===== src/rtl/printer_pkg.sv =====
// Shared printer motion types: decoder state, default timing
// constants and the signed axis position type.
package printer_pkg;

  typedef enum logic {
    IDLE   = 1'b0,
    ACTIVE = 1'b1
  } dec_state_e;

  localparam int MIN_PULSE_DEF = 4;
  localparam int TIMEOUT_DEF   = 200000;
  localparam int POS_W         = 16;

  typedef logic signed [POS_W-1:0] pos_t;

endpackage


===== src/rtl/step_dir_filter.sv =====
// One step/dir line: 2-FF synchroniser followed by a
// MIN_PULSE stable-cycle deglitch filter.
module step_dir_filter #(
  parameter int MIN_PULSE = 4
) (
  input  logic clk,
  input  logic rst,
  input  logic din,
  output logic lvl,
  output logic chg
);

  localparam int CW = (MIN_PULSE < 2) ? 1 : $clog2(MIN_PULSE);
  localparam logic [CW-1:0] LAST = CW'(MIN_PULSE - 1);

  logic          sync1_q, sync1_d;
  logic          sync2_q, sync2_d;
  logic          lvl_q, lvl_d;
  logic [CW-1:0] cnt_q, cnt_d;

  // chg fires on the edge where lvl takes the new value
  always_comb begin
    sync1_d = din;
    sync2_d = sync1_q;
    lvl_d   = lvl_q;
    cnt_d   = '0;
    chg     = 1'b0;
    if (sync2_q != lvl_q) begin
      if (cnt_q == LAST) begin
        lvl_d = sync2_q;
        chg   = 1'b1;
      end else begin
        cnt_d = cnt_q + 1'b1;
      end
    end
  end

  always_ff @(posedge clk) begin
    if (!rst) begin
      sync1_q <= 1'b0;
      sync2_q <= 1'b0;
      lvl_q   <= 1'b0;
      cnt_q   <= '0;
    end else begin
      sync1_q <= sync1_d;
      sync2_q <= sync2_d;
      lvl_q   <= lvl_d;
      cnt_q   <= cnt_d;
    end
  end

  assign lvl = lvl_q;

endmodule


===== src/rtl/step_dir_decoder.sv =====
// Step/dir receiver: filters the lines, tracks a clamped
// signed position, measures step period and flags errors.
module step_dir_decoder
  import printer_pkg::*;
#(
  parameter int pWIDTH    = 20,
  parameter int POS_WIDTH = 16,
  parameter int MIN_PULSE = MIN_PULSE_DEF,
  parameter int POS_MAX   = 32767,
  parameter int POS_MIN   = -32768,
  parameter int TIMEOUT   = TIMEOUT_DEF
) (
  input  logic                        clk,
  input  logic                        rst,
  input  logic                        step_in,
  input  logic                        dir_in,
  input  logic                        clr,
  input  logic                        load,
  input  logic signed [POS_WIDTH-1:0] load_val,
  output logic signed [POS_WIDTH-1:0] position,
  output logic                        step_evt,
  output logic [pWIDTH-1:0]           period_out,
  output logic                        period_valid,
  output logic                        moving,
  output logic                        limit_err,
  output logic                        dir_err
);

  localparam logic signed [POS_WIDTH-1:0] PMAX = POS_WIDTH'(POS_MAX);
  localparam logic signed [POS_WIDTH-1:0] PMIN = POS_WIDTH'(POS_MIN);
  localparam logic signed [POS_WIDTH-1:0] PONE = POS_WIDTH'(1);
  localparam logic [pWIDTH-1:0] ONES = '1;
  localparam logic [pWIDTH-1:0] CONE = pWIDTH'(1);
  localparam logic [pWIDTH-1:0] TO   = pWIDTH'(TIMEOUT);

  logic step_lvl, step_chg;
  logic dir_lvl, dir_chg;
  logic accept;

  dec_state_e                  state_q, state_d;
  logic [pWIDTH-1:0]           cnt_q, cnt_d;
  logic [pWIDTH-1:0]           period_q, period_d;
  logic signed [POS_WIDTH-1:0] pos_q, pos_d;
  logic                        evt_q, evt_d;
  logic                        pv_q, pv_d;
  logic                        lim_q, lim_d;
  logic                        derr_q, derr_d;

  step_dir_filter #(.MIN_PULSE(MIN_PULSE)) u_step (
    .clk (clk),
    .rst (rst),
    .din (step_in),
    .lvl (step_lvl),
    .chg (step_chg)
  );

  step_dir_filter #(.MIN_PULSE(MIN_PULSE)) u_dir (
    .clk (clk),
    .rst (rst),
    .din (dir_in),
    .lvl (dir_lvl),
    .chg (dir_chg)
  );

  assign accept = step_chg & ~step_lvl;

  always_comb begin
    state_d  = state_q;
    cnt_d    = (cnt_q == ONES) ? cnt_q : cnt_q + CONE;
    period_d = period_q;
    pos_d    = pos_q;
    evt_d    = 1'b0;
    pv_d     = 1'b0;
    lim_d    = lim_q;
    derr_d   = derr_q | (dir_chg & step_lvl);
    if (clr) begin
      state_d  = IDLE;
      cnt_d    = '0;
      period_d = '0;
      pos_d    = '0;
      lim_d    = 1'b0;
      derr_d   = 1'b0;
    end else begin
      if (accept) begin
        evt_d   = 1'b1;
        cnt_d   = '0;
        state_d = ACTIVE;
        if (state_q == ACTIVE) begin
          period_d = (cnt_q == ONES) ? ONES : cnt_q + CONE;
          pv_d     = 1'b1;
        end
        if (!load) begin
          if (dir_lvl) begin
            if (pos_q == PMAX) lim_d = 1'b1;
            else               pos_d = pos_q + PONE;
          end else begin
            if (pos_q == PMIN) lim_d = 1'b1;
            else               pos_d = pos_q - PONE;
          end
        end
      end else if (state_q == ACTIVE && cnt_q >= TO) begin
        state_d  = IDLE;
        period_d = ONES;
      end
      if (load) begin
        if (load_val > PMAX)      pos_d = PMAX;
        else if (load_val < PMIN) pos_d = PMIN;
        else                      pos_d = load_val;
      end
    end
  end

  always_ff @(posedge clk) begin
    if (!rst) begin
      state_q  <= IDLE;
      cnt_q    <= '0;
      period_q <= '0;
      pos_q    <= '0;
      evt_q    <= 1'b0;
      pv_q     <= 1'b0;
      lim_q    <= 1'b0;
      derr_q   <= 1'b0;
    end else begin
      state_q  <= state_d;
      cnt_q    <= cnt_d;
      period_q <= period_d;
      pos_q    <= pos_d;
      evt_q    <= evt_d;
      pv_q     <= pv_d;
      lim_q    <= lim_d;
      derr_q   <= derr_d;
    end
  end

  assign position     = pos_q;
  assign step_evt     = evt_q;
  assign period_out   = period_q;
  assign period_valid = pv_q;
  assign moving       = (state_q == ACTIVE);
  assign limit_err    = lim_q;
  assign dir_err      = derr_q;

endmodule


===== config.mk =====
export PLATFORM = sky130hd
export DESIGN_NAME = step_dir_decoder
export DESIGN_NICKNAME = d
export VERILOG_FILES = /design/src/rtl/printer_pkg.sv /design/src/rtl/step_dir_filter.sv /design/src/rtl/step_dir_decoder.sv
export SDC_FILE = /design/constraint.sdc
export NUM_CORES = 1
export LEC_CHECK = 0
export CAP_MARGIN = 20
export CORE_ASPECT_RATIO = 0.6
export CORE_MARGIN = 10
export CORE_UTILIZATION = 40
export DETAILED_ROUTE_END_ITERATION = 8
export SYNTH_ARGS = -nofsm -noshare
export SYNTH_HDL_FRONTEND = slang
export SYNTH_SLANG_ARGS = --single-unit

===== constraint.sdc =====
create_clock -name clk -period 4 [get_ports clk]
set_clock_uncertainty 0.15 [all_clocks]
set_input_delay 1.2 -clock clk [delete_from_list [all_inputs] [get_ports clk]]
set_output_delay 1.2 -clock clk [all_outputs]
set_load 0.02 [all_outputs]

==> results.sh, run 1 <==
export IMPL_crit_path_max_incr_delay_ns=0.55
export IMPL_powerDensity_nw_per_um2=364
export IMPL_postCtsResizedCells=0
export IMPL_yosysTopAreaCellShare_pct=38.7
export IMPL_r2r_start="u_dir.lvl$_SDFFE_PN0P_"
export IMPL_die_area_um2=13600
export IMPL_drt_iter0_markers=330
export IMPL_fin_crit_sh_pct=85.4
export IMPL_cts_tree="built"
export IMPL_crit_start="u_dir.lvl$_SDFFE_PN0P_"
export IMPL_cts_buffers=9
export IMPL_grt_pass1_wl_um=17000
export IMPL_synth_main_ff_cell="dfxtp_1"
export IMPL_reg2reg_to="position[15]$_SDFFE_PP0P_"
export IMPL_drive_above_1_share_pct=8.32
export IMPL_instances_no_fill=593
export IMPL_p_leak_uw=0.00169
export IMPL_maxSlewViolCount=0
export IMPL_antenna_left=0
export IMPL_clock_latency_ns=0.33
export IMPL_avgSynthCellArea_um2=8.75
export IMPL_ctsLongestPathBuffers=2
export IMPL_crit_end="position[15]$_SDFFE_PP0P_"
export IMPL_seqCellArea_um2=1420
export IMPL_slew_headroom_pct=50.6
export IMPL_cp_arrival_ns=3.49
export IMPL_status="finished, final reports clean"
export IMPL_synth_nets=461
export IMPL_clock_root_buffer="clkbuf_16"
export IMPL_hold_buffers=0
export IMPL_path_delay_family="compound AO/OA/AOI/OAI gates"
export IMPL_critical_path_endpoint_type="flop"
export IMPL_r2r_slack_ns=0.58
export IMPL_worst_path_max_delay_cell="or4b_1"
export IMPL_rows=26
export IMPL_fmax_mhz=293
export IMPL_fp_coreArea_um2=8720
export IMPL_wl_per_cell_um=17.7
export IMPL_grt_util_all_layers_pct=15.9
export IMPL_tightest_slew_ns=0.741
export IMPL_ys_warn_count=0
export IMPL_clk_pin_slew_ns=0.06
export IMPL_layout_commonest_cell="dfxtp_1"
export IMPL_required_ns=4.07
export IMPL_place_gp_congestion=0.980
export IMPL_post_cts_buffers=0
export IMPL_setup_tns_final_ns=0
export IMPL_dp_hpwl_um=8030
export IMPL_drv_cap=0
export IMPL_htreeDepth=3
export IMPL_critPathKind="flop to flop"
export IMPL_r2r_worst_path_cells=9
export IMPL_hold_violations=0
export IMPL_hold_path_class="flop to flop"
export IMPL_drt_total_wl_um=10500
export IMPL_overflow=0
export IMPL_num_vias=3306
export IMPL_cp_num_buf_inv=1
export IMPL_antenna_found_initial=0
export IMPL_crit_chain="inv_1 > ha_1 > o211a_1 > a21oi_1 > o21ai_0 > or4b_1 > a211oi_1 > a31o_2 > nor2_1"
export IMPL_layout_common_cells="dfxtp_1 (71), clkdlybuf4s50_1 (62), nor2_1 (54)"
export IMPL_multi_input_area_um2=2100
export IMPL_first_pass_iters=5
export IMPL_synth_edff_count=0
export IMPL_first_global_vias=3110
export IMPL_rsz0062_at_grt="false"
export IMPL_cp_depth=9
export IMPL_io_buffers=62
export IMPL_start_util_pct=42.2
export IMPL_layout_nets=517
export IMPL_start_kind="flop"
export IMPL_nFillCells=802
export IMPL_synth_seq_cells=71
export IMPL_pin_count=63
export IMPL_min_period_ns=3.42
export IMPL_grt_max_degree=23
export IMPL_ir_drop_v=0.000229
export IMPL_antenna_cells=0
export IMPL_area_delta_synth_final_pct=26.5
export IMPL_placed_cells=577
export IMPL_crit_fanout=14
export IMPL_drc=0
export IMPL_synth_largest_area_cell="dfxtp_1"
export IMPL_setup_viol=0
export IMPL_dieHeight_um=94.3
export IMPL_post_synth_main_area_contributors="dfxtp_1 (39%), ha_1 (6.1%), a21oi_1 (5.6%), nor2_1 (5.5%), xnor2_1 (3.6%)"
export IMPL_viasPerCell=5.58
export IMPL_die_x_um=144
export IMPL_syn_area_um2=3680
export IMPL_synth_seq_area_share_pct=38.7
export IMPL_yosysUniqueCellTypes=56
export IMPL_postSynth_asyncResetShare_pct=0
export IMPL_cts_sink_count=71
export IMPL_syn_inst=420
==> registers in the layout (all words and copies together), names as in the netlist <==
register	cells
u_dir.cnt_q	2
u_dir.lvl	1
period_out	20
u_step.cnt_q	2
cnt_q	20
u_step.sync2_q	1
u_dir.sync2_q	1
u_step.lvl	1
period_valid	1
dir_err	1
position	16
u_dir.sync1_q	1
u_step.sync1_q	1
limit_err	1
moving	1
step_evt	1
==> cell type report <==
| type | instances | area share (%) |
|---|---|---|
| Tap cell | 112 | 3.01 |
| Clock buffer | 10 | 5.14 |
| Sequential cell | 71 | 30.6 |
| Timing Repair Buffer | 69 | 14.5 |
| Clock inverter | 6 | 0.942 |
| Inverter | 9 | 0.726 |
| Multi-Input combinational cell | 316 | 45.1 |
==> logic make-up after synthesis <==
logic type	synth area share [%]
AOI/OAI and AO/OA	20.6
xor gates and xnor gates	7.15
adders and majority gates	6.67
buffers and inverters	4.22
DFF	38.7
muxes	1.40
and+or+nand+nor	21.3
==> how the worst min path moves through the flow <==
stage,startpoint,to,slack (ns),cells after the start
6_report,u_dir.cnt_q[0]$_SDFF_PP0_,u_dir.cnt_q[0]$_SDFF_PP0_,0.28,1
5_1_grt,u_dir.sync1_q$_SDFF_PN0_,u_dir.sync2_q$_SDFF_PN0_,0.31,1
4_1_cts,u_dir.cnt_q[0]$_SDFF_PP0_,u_dir.cnt_q[0]$_SDFF_PP0_,0.28,1
3_5_place_dp,u_dir.cnt_q[0]$_SDFF_PP0_,u_dir.cnt_q[0]$_SDFF_PP0_,0.27,1
3_3_place_gp,u_dir.cnt_q[0]$_SDFF_PP0_,u_dir.cnt_q[0]$_SDFF_PP0_,0.27,1
2_1_floorplan,u_dir.cnt_q[0]$_SDFF_PP0_,u_dir.cnt_q[0]$_SDFF_PP0_,0.26,1
==> per-layer routing <==
metal / routed length [µm] / global-route usage (%) / up-vias
met5: 0 / 0 / -
met4: 51 / 3.64 / 0
met3: 987 / 6.46 / 4
met2: 3810 / 20.2 / 135
met1: 5640 / 23.6 / 1539
li1: - / - / 1628
==> cells in the mapped netlist, drive strengths merged (2+ instances only) <==
cell type,n
a211oi,20
clkbuf,21
o221ai,3
xor2,15
nand2b,3
a31o,2
nand3,13
nor2b,10
inv,9
and2,5
o211a,3
and4,3
nor2,54
nor4,3
a211o,2
a21o,3
o21ai,20
and3,6
nor3,11
nand2,23
a21boi,2
xnor2,15
buf,3
and4b,2
nor3b,2
ha,18
nor4bb,2
mux2i,4
a41oi,3
dfxtp,71
a21oi,41
nand4,8
a311oi,2
==> where the power goes <==
part / total (µW) / internal, µW / switching [µW] / leakage, µW
logic: 211 / 95.0 / 116 / 0.000979
registers: 734 / 718 / 15.7 / 0.000575
clock network: 747 / 438 / 309 / 0.000139
total: 1690 / 1250 / 441 / 0.00169
==> through the flow <==
step / worst slack, ns / area (µm²) / total power, µW / hold slack, ns / utilization (%)
3_3_place_gp: 0.730 / 4370 / 956 / 0.266 / 50.1
3_5_place_dp: 0.656 / 4370 / 956 / 0.271 / 50.1
5_1_grt: 0.450 / 4650 / 1760 / 0.306 / 53.3
6_report: 0.584 / 4650 / 1690 / 0.281 / 53.3
4_1_cts: 0.685 / 4650 / 1710 / 0.279 / 53.3
2_1_floorplan: 1.19 / 3680 / 875 / 0.255 / -
(Power assumes the default switching activity.)
==> inputs of run 2 (changes only) <==
Settings changed: GPL_ROUTABILITY_DRIVEN set to 1.
==> results of run 2 <==
The final DEF is identical to that of run 1; final timing and power are the same.
